### config.mk
export PLATFORM = sky130hd
export DESIGN_NAME = adc_lane_tx_flat
export DESIGN_NICKNAME = d
export VERILOG_FILES = /design/src/rtl/adc_pkg.sv /design/src/rtl/adc_lane_tx_if.sv /design/src/rtl/adc_lane_serializer.sv /design/src/rtl/adc_lane_tx.sv /design/src/flat_wrapper.sv
export SDC_FILE = /design/constraint.sdc
export NUM_CORES = 1
export LEC_CHECK = 0
export CAP_MARGIN = 20
export CELL_PAD_IN_SITES_DETAIL_PLACEMENT = 1
export CELL_PAD_IN_SITES_GLOBAL_PLACEMENT = 1
export CORE_ASPECT_RATIO = 1.2
export CORE_MARGIN = 2
export CORE_UTILIZATION = 45
export CTS_CLUSTER_SIZE = 30
export DETAILED_ROUTE_END_ITERATION = 8
export DONT_BUFFER_PORTS = 1
export PLACE_DENSITY = 0.85
export SYNTH_ARGS = -nofsm -noshare
export SYNTH_HDL_FRONTEND = slang
export SYNTH_HIERARCHICAL = 1
export SYNTH_SLANG_ARGS = --single-unit
### constraint.sdc
create_clock -name clk -period 2.2 [get_ports clk]
set_input_delay 0.22 -clock clk [delete_from_list [all_inputs] [get_ports clk]]
set_output_delay 0.22 -clock clk [all_outputs]
set_load 0.1 [all_outputs]
### src/rtl/adc_pkg.sv
// Shared definitions for the ADC two-lane transmit and receive paths.
package adc_pkg;

    localparam int LANE_BITS = 8;
    localparam int WORD_BITS = 2 * LANE_BITS;
    localparam int CNT_W     = $clog2(LANE_BITS);

    typedef logic [WORD_BITS-1:0] word_t;
    typedef logic [LANE_BITS-1:0] lane_byte_t;
    typedef logic [CNT_W-1:0]     cnt_t;

    typedef enum logic [1:0] {
        PAT_DATA  = 2'b00,
        PAT_TRAIN = 2'b01,
        PAT_RAMP  = 2'b10,
        PAT_ZERO  = 2'b11
    } pattern_e;

endpackage

### src/rtl/adc_lane_tx_if.sv
// Sample stream into the lane transmitter (valid/ready, one 16-bit word per beat).
interface adc_lane_tx_if;
    import adc_pkg::*;

    word_t s_data;
    logic  s_valid;
    logic  s_ready;

    modport master (output s_data, output s_valid, input  s_ready);
    modport slave  (input  s_data, input  s_valid, output s_ready);

endinterface

### src/rtl/adc_lane_serializer.sv
// One lane: parallel-load, MSB-first shift register. Clear has priority over load.
module adc_lane_serializer
    import adc_pkg::*;
(
    input  logic       clk,
    input  logic       rst_n,
    input  logic       clear,
    input  logic       load,
    input  lane_byte_t din,
    output logic       sout
);

    lane_byte_t sr_reg;

    always_ff @(posedge clk or negedge rst_n) begin
        if (!rst_n) begin
            sr_reg <= '0;
        end else if (clear) begin
            sr_reg <= '0;
        end else if (load) begin
            sr_reg <= din;
        end else begin
            sr_reg <= {sr_reg[LANE_BITS-2:0], 1'b0};
        end
    end

    assign sout = sr_reg[LANE_BITS-1];

endmodule

### src/rtl/adc_lane_tx.sv
// Two-lane ADC emulator: 16-bit samples sent as two interleaved 8-bit serial lanes with a frame marker.
module adc_lane_tx
    import adc_pkg::*;
#(
    parameter logic [15:0] TRAIN_PAT = 16'hFF00,
    parameter logic [15:0] RAMP_INIT = 16'h0000
) (
    input  logic         clk,
    input  logic         rst_n,
    input  logic         tx_en,
    input  logic [1:0]   pattern_sel,
    adc_lane_tx_if.slave s,
    output logic         ln0,
    output logic         ln1,
    output logic         frame,
    output logic [15:0]  underflow_cnt
);

    localparam cnt_t CNT_MAX = cnt_t'(LANE_BITS - 1);

    pattern_e   pat;
    cnt_t       bit_cnt_reg;
    cnt_t       bit_cnt_next;
    logic       frame_reg;
    logic       hold_full_reg;
    word_t      hold_data_reg;
    word_t      ramp_reg;
    logic [15:0] underflow_reg;

    logic       load_edge;
    logic       accept;
    logic       underflow_hit;
    word_t      word_next;
    lane_byte_t byte_odd;
    lane_byte_t byte_even;

    assign pat          = pattern_e'(pattern_sel);
    assign load_edge    = tx_en & (bit_cnt_reg == CNT_MAX);
    assign bit_cnt_next = bit_cnt_reg + cnt_t'(1);

    // Ready may be high on the load edge even when full: the held word leaves as the new one arrives.
    assign s.s_ready = rst_n & (pat == PAT_DATA) & (~hold_full_reg | load_edge);
    assign accept    = s.s_valid & s.s_ready;

    always_comb begin
        word_next     = '0;
        underflow_hit = 1'b0;
        case (pat)
            PAT_DATA: begin
                if (hold_full_reg) begin
                    word_next = hold_data_reg;
                end else begin
                    word_next     = TRAIN_PAT;
                    underflow_hit = 1'b1;
                end
            end
            PAT_TRAIN: word_next = TRAIN_PAT;
            PAT_RAMP:  word_next = ramp_reg;
            default:   word_next = '0;
        endcase
    end

    // Odd word bits feed lane 1, even bits lane 0, both MSB first.
    generate
        for (genvar gi = 0; gi < LANE_BITS; gi++) begin : g_split
            assign byte_odd[LANE_BITS-1-gi]  = word_next[WORD_BITS-1-2*gi];
            assign byte_even[LANE_BITS-1-gi] = word_next[WORD_BITS-2-2*gi];
        end
    endgenerate

    adc_lane_serializer u_ser_ln1 (
        .clk   (clk),
        .rst_n (rst_n),
        .clear (~tx_en),
        .load  (load_edge),
        .din   (byte_odd),
        .sout  (ln1)
    );

    adc_lane_serializer u_ser_ln0 (
        .clk   (clk),
        .rst_n (rst_n),
        .clear (~tx_en),
        .load  (load_edge),
        .din   (byte_even),
        .sout  (ln0)
    );

    always_ff @(posedge clk or negedge rst_n) begin
        if (!rst_n) begin
            bit_cnt_reg   <= CNT_MAX;
            frame_reg     <= 1'b0;
            hold_full_reg <= 1'b0;
            hold_data_reg <= '0;
            ramp_reg      <= RAMP_INIT;
            underflow_reg <= '0;
        end else begin
            if (!tx_en) begin
                bit_cnt_reg <= CNT_MAX;
                frame_reg   <= 1'b0;
                ramp_reg    <= RAMP_INIT;
            end else begin
                bit_cnt_reg <= bit_cnt_next;
                frame_reg   <= ~bit_cnt_next[CNT_W-1];
                if (load_edge && pat == PAT_RAMP) begin
                    ramp_reg <= ramp_reg + 16'd1;
                end
                if (load_edge && underflow_hit && underflow_reg != 16'hFFFF) begin
                    underflow_reg <= underflow_reg + 16'd1;
                end
            end
            if (accept) begin
                hold_data_reg <= s.s_data;
            end
            hold_full_reg <= accept | (hold_full_reg & ~(load_edge & (pat == PAT_DATA)));
        end
    end

    assign frame         = frame_reg;
    assign underflow_cnt = underflow_reg;

endmodule

### src/flat_wrapper.sv
// flat-port wrapper written by rule: the top's interface ports become plain ports
module adc_lane_tx_flat import adc_pkg::*;
#(
    parameter logic [15:0] TRAIN_PAT = 16'hFF00,
    parameter logic [15:0] RAMP_INIT = 16'h0000
)
  (clk, rst_n, tx_en, pattern_sel, ln0, ln1, frame, underflow_cnt, s_s_data, s_s_valid, s_s_ready);
  adc_lane_tx_if s_i ();
  input  logic clk;
  input  logic rst_n;
  input  logic tx_en;
  input  logic [1:0] pattern_sel;
  output logic ln0;
  output logic ln1;
  output logic frame;
  output logic [15:0] underflow_cnt;
  input wire logic [$bits(s_i.s_data)-1:0] s_s_data;
  input wire logic [$bits(s_i.s_valid)-1:0] s_s_valid;
  output wire logic [$bits(s_i.s_ready)-1:0] s_s_ready;
  assign s_i.s_data = s_s_data;
  assign s_i.s_valid = s_s_valid;
  assign s_s_ready = s_i.s_ready;
  adc_lane_tx #(.TRAIN_PAT(TRAIN_PAT), .RAMP_INIT(RAMP_INIT)) u_core (.clk(clk), .rst_n(rst_n), .tx_en(tx_en), .pattern_sel(pattern_sel), .s(s_i), .ln0(ln0), .ln1(ln1), .frame(frame), .underflow_cnt(underflow_cnt));
endmodule
==> results.json, run 1 <==
{
  "wl_per_cell_microns": 19.5,
  "clk-insertion-delay-late_ns": 0.34,
  "critPathKind": "reg -> reg",
  "clockBufferDepth": 2,
  "cp.arrival_ns": 2.50,
  "startpoint": "u_core/bit_cnt_reg[0]",
  "portBuffers": 0,
  "finalHoldViolCount": 0,
  "finalMaxSlewViolations": 0,
  "peakVddDrop_uv": 629,
  "nets": 368,
  "gp_congestion": 0.784,
  "preCtsSetupSlack_ns": -0.146,
  "status": "finished with violations",
  "track_usage_pct": 22.7,
  "synth.mux.area_fraction_pct": 11.2,
  "finalClockSkew_ns": 0.00684,
  "antenna_left": 0,
  "required_ns": 2.46,
  "path_max_fanout": 4,
  "netlist_area_sq_um": 3320,
  "fp.dieArea_sq_um": 8070,
  "power-per-cell-area_nw_per_um2": 859,
  "finalPower_uw": 3480,
  "drc": 0,
  "yosysSeqAreaShare_pct": 52.2,
  "overflow": 0,
  "die_y_microns": 98.0,
  "rr_startpoint": "u_core/bit_cnt_reg[0]",
  "start_util_pct": 46.1,
  "worstMarginPinSlew_ns": 0.892,
  "drt_pre_antenna_iters": 4,
  "area_growth_pct": 22.2,
  "die_w_microns": 82.4,
  "rr_worst_depth": 6,
  "start_kind": "register",
  "timing.final.crit_share_pct": 102,
  "cts_tree": "built",
  "max_freq_ghz": 0.446,
  "min_path_type": "in -> reg",
  "setup_viol": 6,
  "cts.clk_slew.worst_paths_ns": 0.07,
  "row_count": 34,
  "cts_made_buffers": 9,
  "holdCritStartpoint": "tx_en",
  "diodes": 0,
  "rsz0062_at_grt": "true",
  "p_leak_uw": 0.00176,
  "cap_violations": 0,
  "clockRootBuffer": "clkbuf_8",
  "synth_top_family_by_area": "simple AND/OR/NAND/NOR gates",
  "slew_headroom_pct": 40.1,
  "synth-simple-area-share_pct": 21.3,
  "grt_max_degree": 70,
  "grt_pass1_wl_microns": 13800,
  "grt_pass1_vias": 2775,
  "synth_compound_area_share_pct": 5.02,
  "layout_min_cycle_time_ns": 2.24,
  "violations": "negative setup slack",
  "drive_above_1_share_pct": 29.1,
  "hold_depth": 2,
  "synth_xor_area_share_pct": 6.08,
  "vias": 2520,
  "routed_wl_microns": 8520,
  "antenna_found_initial": 0,
  "pin_count": 42,
  "dp_hpwl_microns": 5640,
  "avgViaCountPerCell": 5.77,
  "htreeDepth": 3,
  "syn_inst": 311,
  "drt_iter0_markers": 120,
  "synth_cell_types": 39,
  "r2r_setup_slack_ns": -0.04,
  "synth_fa_ha_area_share_pct": 1.51,
  "synth.net_count": 337,
  "yosys_register_bits": 69,
  "avgSynthCellArea_sq_um": 10.7,
  "cts.sinks": 69,
  "core-area_sq_um": 7190,
  "final.fill_count": 754,
  "cp-end-kind": "register",
  "yosys_warnings": 6,
  "timing.final.ws_setup_ns": -0.0429
}
[what timing repair did]
action / 4_1_cts / 5_1_grt
gates resized for setup: 9 / 8
hold buffers: 3 / 0
setup buffers: 2 / 1
endpoints found under the setup margin: 11 / 15
pin swaps: 3 / 2
hold endpoints to repair: 72 / 0
[synthesized netlist by cell type, drive strengths merged]
library cell / count / area share, %
dfrtp: 66 / 50
nor2: 47 / 5.3
nand2: 29 / 3.3
mux2: 18 / 6.1
mux2i: 17 / 5.1
xor2: 17 / 4.5
nand4: 11 / 2.1
nand3: 10 / 1.5
nor4: 10 / 2.5
o21ai: 10 / 1.5
clkbuf: 9 / 1.1
a22oi: 7 / 1.6
nor3: 6 / 0.91
xnor2: 6 / 1.6
a21oi: 5 / 0.75
buf: 4 / 1.1
ha: 4 / 1.5
inv: 4 / 0.45
dfstp: 3 / 2.4
nand2b: 3 / 0.57
nor2b: 3 / 0.57
or3: 3 / 0.57
and3: 2 / 0.38
and3b: 2 / 0.60
and4: 2 / 0.53
nor4b: 2 / 0.53
o31ai: 2 / 0.45
or2: 2 / 0.38
a2111oi: 1 / 0.45
and4b: 1 / 0.30
nand4b: 1 / 0.26
nor3b: 1 / 0.23
o311ai: 1 / 0.26
or4: 1 / 0.34
or4b: 1 / 0.41
[kinds of logic after synthesis]
group	after synthesis
simple gates	137
compound gates	26
xor+xnor	23
mux	35
flops	69
fa+ha+maj	4
buf+inv	17
[stage by stage]
| step | hold WS (ns) | util (%) | setup TNS (ns) | instance area, sq um | cells |
|---|---|---|---|---|---|
| 3_3_place_gp | -0.0740 | 51.2 | -0.0314 | 3680 | 415 |
| 4_1_cts | 0.00861 | 55.6 | -0.184 | 4000 | 436 |
| 5_1_grt | 0.00848 | 56.3 | -1.16 | 4050 | 437 |
| 2_1_floorplan | -0.0756 | - | -12.53 | 3420 | 311 |
| 6_report | 0.0249 | 56.3 | -0.138 | 4050 | 437 |
| 3_5_place_dp | -0.0741 | 51.2 | -0.409 | 3680 | 415 |
[per-layer routing]
metal / vias to the layer above / routed length (microns) / GRT usage (%)
li1: 1154 / - / -
met1: 1289 / 3320 / 25.1
met2: 60 / 4670 / 40.2
met3: 17 / 349 / 4.99
met4: 0 / 191 / 10.6
met5: - / 0 / 0
[worst paths after layout]
path,to
worst max-delay path,u_core/underflow_cnt[14]
worst min register to register,u_core/bit_cnt_reg[0]
min in group asynchronous,u_core/u_ser_ln1/sr_reg[6]
worst max register to register,u_core/underflow_cnt[14]
worst min-delay path,u_core/ramp_reg[15]
max in group asynchronous,u_core/bit_cnt_reg[1]
[power by group]
group	leakage (uW)	switching [uW]	internal [uW]	total [uW]
Clock	0.000101	466	638	1100
Combinational	0.000768	492	291	783
Sequential	0.000894	135	1460	1590
[final cells by class]
class | count | area [sq um] | area share [%]
well taps | 90 | 113 | 2.78
multi-input cells | 225 | 1660 | 41.0
inverters | 4 | 15.0 | 0.371
clock inverters | 4 | 72.6 | 1.79
flip-flops and latches | 69 | 1750 | 43.1
clock buffers | 12 | 135 | 3.34
repair buffers | 33 | 309 | 7.63
[worst max-delay path, stage by stage (launching register included)]
cell     delay (ns)
dfstp_2        0.55
ha_4           0.14
ha_4           0.13
or4b_4         0.51
or4_4          0.51
nor4_4         0.17
xor2_1         0.16
[cells in the final DEF, fill, tap and decap left out, types with 3 or more instances in the layout]
master / instances
buf_4: 27
xor2_1: 17
dfstp_2: 3
nand2b_1: 3
nor4_4: 4
a21oi_1: 5
nor4_2: 3
nor2_1: 46
nand2_1: 27
nand4_1: 11
o21ai_0: 10
a22oi_1: 7
dfrtp_2: 12
mux2i_1: 17
nor2b_1: 3
mux2_2: 17
nor3_1: 3
nor4_1: 3
xnor2_1: 6
clkbuf_1: 3
clkbuf_8: 9
nand3_1: 10
inv_1: 4
or3_1: 3
dfrtp_1: 54
Note: power is estimated with default switching activity, not from simulation.
==> run 2: changes to the inputs <==
Settings changed: CORE_ASPECT_RATIO 1.2 to 1.1.
Clock period 2.2 ns to 2 ns, I/O delays scaled along.
==> run 2 against run 1 <==
The run ends with design-rule violations, negative setup slack left; wire length is 45% higher; largest power group unchanged; utilization is 9.4 points higher; combinational power is 27% higher; critical path type unchanged.
==> results.json, run 2 (synthesized netlist as in run 1, its figures left out) <==
{
  "final.fill_count": 670,
  "required_ns": 2.28,
  "crit_buf_inv": 0,
  "final_common_cell": "dfrtp_1",
  "reg2reg_to": "u_core/underflow_cnt[12]",
  "finalHoldViolCount": 0,
  "row_count": 32,
  "portBuffers": 0,
  "antenna_left": 0,
  "layout_min_cycle_time_ns": 2.35,
  "cp.arrival_ns": 2.63,
  "finalPower_uw": 3900,
  "p_sw_uw": 1410,
  "critPathSlowestCell": "dfstp_2",
  "preCtsSetupSlack_ns": -0.266,
  "worstMarginPinSlew_ns": 0.613,
  "cap_violations": 0,
  "seqCellArea_sq_um": 1770,
  "pin_count": 42,
  "cpPeakStageDelay_ns": 0.57,
  "cp-end-kind": "register",
  "cts.sinks": 69,
  "finalClockSkew_ns": 0.0205,
  "crit_chain": "ha_4 -> ha_4 -> or4b_4 -> or4_4 -> nor3_2 -> xor2_1",
  "drt_iter0_markers": 232,
  "htreeDepth": 3,
  "drive_above_1_share_pct": 38.3,
  "path_max_fanout": 4,
  "rsz0062_at_grt": "true",
  "timing.final.crit_share_pct": 117,
  "core-area_sq_um": 7090,
  "setup_viol": 39,
  "final_cell_mix": "50 x dfrtp_1, 43 x nor2_1, 35 x buf_4",
  "drc": 1,
  "start_util_pct": 46.8,
  "timing.final.ws_setup_ns": -0.349,
  "start_kind": "register",
  "p_int_uw": 2490,
  "clk-insertion-delay-late_ns": 0.37,
  "cpMostUsedCell": "ha_4",
  "clkPwrFrac_pct": 28.8,
  "finalMaxSlewViolations": 0,
  "multi_input_area_sq_um": 1860,
  "seqPwrFrac_pct": 45.6,
  "cts_made_buffers": 9,
  "slew_headroom_pct": 59.0,
  "rr_worst_depth": 6,
  "status": "finished with violations",
  "min_path_type": "in -> reg",
  "vias": 2898,
  "grt_max_degree": 70,
  "critPathKind": "reg -> reg",
  "wl_per_cell_microns": 26.4,
  "grt_pass1_wl_microns": 18300,
  "clockRootBuffer": "clkbuf_8",
  "clockBufferDepth": 2,
  "power-per-cell-area_nw_per_um2": 837,
  "peakVddDrop_uv": 655,
  "comb_power_share_pct": 25.5,
  "fp.dieArea_sq_um": 8070,
  "antenna_found_initial": 1,
  "area_growth_pct": 40.5,
  "cts_tree": "built",
  "p_sw_share_pct": 36.2,
  "cp-endpoint": "u_core/underflow_cnt[12]",
  "startpoint": "u_core/bit_cnt_reg[0]",
  "final_core_util_pct": 65.7,
  "die_w_microns": 85.8,
  "nets": 405,
  "critPathTopFamily": "simple AND/OR/NAND/NOR gates",
  "drt_pre_antenna_iters": 7,
  "crit_cells": 6,
  "p_leak_uw": 0.00209,
  "overflow": 0,
  "violations": "design-rule violations, negative setup slack",
  "grt_pass1_vias": 3152,
  "dp_hpwl_microns": 5860,
  "r2r_setup_slack_ns": -0.35,
  "avgViaCountPerCell": 6.18,
  "track_usage_pct": 30.9,
  "max_freq_ghz": 0.426,
  "routed_wl_microns": 12400,
  "diodes": 0,
  "rr_startpoint": "u_core/bit_cnt_reg[0]",
  "die_y_microns": 94.0,
  "gp_congestion": 0.802,
  "cts.clk_slew.worst_paths_ns": 0.09
}
-- run 2: cell types whose count changed in the layout (fill, tap and decap cells not counted), moves of 4 or more --
cell	previous run	this run
dlygate4sd3_1	2	20
buf_4	27	35
buf_6	1	8
dfrtp_4	0	6
nor4_4	4	10
dfrtp_1	54	50
-- run 2: power by group through the flow --
stage / Combinational (uW) / Sequential [uW] / Clock, uW
6_report: 996 / 1780 / 1120
5_1_grt: 1050 / 1800 / 1180
4_1_cts: 945 / 1760 / 1100
3_5_place_dp: 831 / 1790 / 0
3_3_place_gp: 795 / 1770 / 0
2_1_floorplan: 396 / 2010 / 0
-- run 2: worst min path at each step --
stage,from,endpoint,slack [ns],cells past startpoint
floorplan,rst_n,u_core/frame,-0.1,0
global placement,rst_n,u_core/u_ser_ln1/sr_reg[7],-0.09,0
detailed placement,rst_n,u_core/u_ser_ln1/sr_reg[7],-0.09,0
CTS,tx_en,u_core/ramp_reg[13],0.005,2
global route,tx_en,u_core/ramp_reg[13],0.04,2
finish,tx_en,u_core/ramp_reg[13],0.04,2
-- run 2: area by class of cell --
cell class                      count  share of cell area [%]
Clock buffer                       10                    2.96
Clock inverter                      6                    1.05
Inverter                            4                   0.322
Multi-Input combinational cell    225                    40.0
Sequential cell                    69                    37.9
Tap cell                           85                    2.28
Timing Repair Buffer               70                    15.5
-- run 2: layer usage --
metal | share of wire (%) | GRT usage, % | vias up
met5 | 0.14 | 0 | -
met4 | 3.0 | 12.0 | 2
met3 | 5.5 | 6.68 | 37
met2 | 52 | 52.1 | 126
met1 | 40 | 38.6 | 1505
li1 | - | - | 1228
-- run 2: worst register-to-register path: cells and delay by family, from the launching register on --
| family | cells | cell delay (ns) |
|---|---|---|
| AND/OR/NAND/NOR | 3 | 1.22 |
| XOR/XNOR | 1 | 0.20 |
| adder cells (fa/ha/maj) | 2 | 0.28 |
| flip-flops | 1 | 0.57 |
-- run 2: stage by stage --
stage	std cells	instance area, sq um	hold slack, ns	setup TNS (ns)
2_1_floorplan	311	3520	-0.0956	-17.81
3_3_place_gp	417	3840	-0.0937	-0.926
3_5_place_dp	417	3840	-0.0937	-2.75
4_1_cts	462	4480	0.00544	-5.44
5_1_grt	469	4660	0.0399	-9.73
6_report	469	4660	0.0385	-6.65
-- run 2: repair_timing --
action | in CTS | in global routing
pin swaps | 14 | 15
setup buffers | 6 | 7
hold buffers | 21 | 0
setup endpoints to repair | 36 | 47
cloned | 2 | 0
gates resized for setup | 26 | 23
hold endpoints to repair | 92 | 0
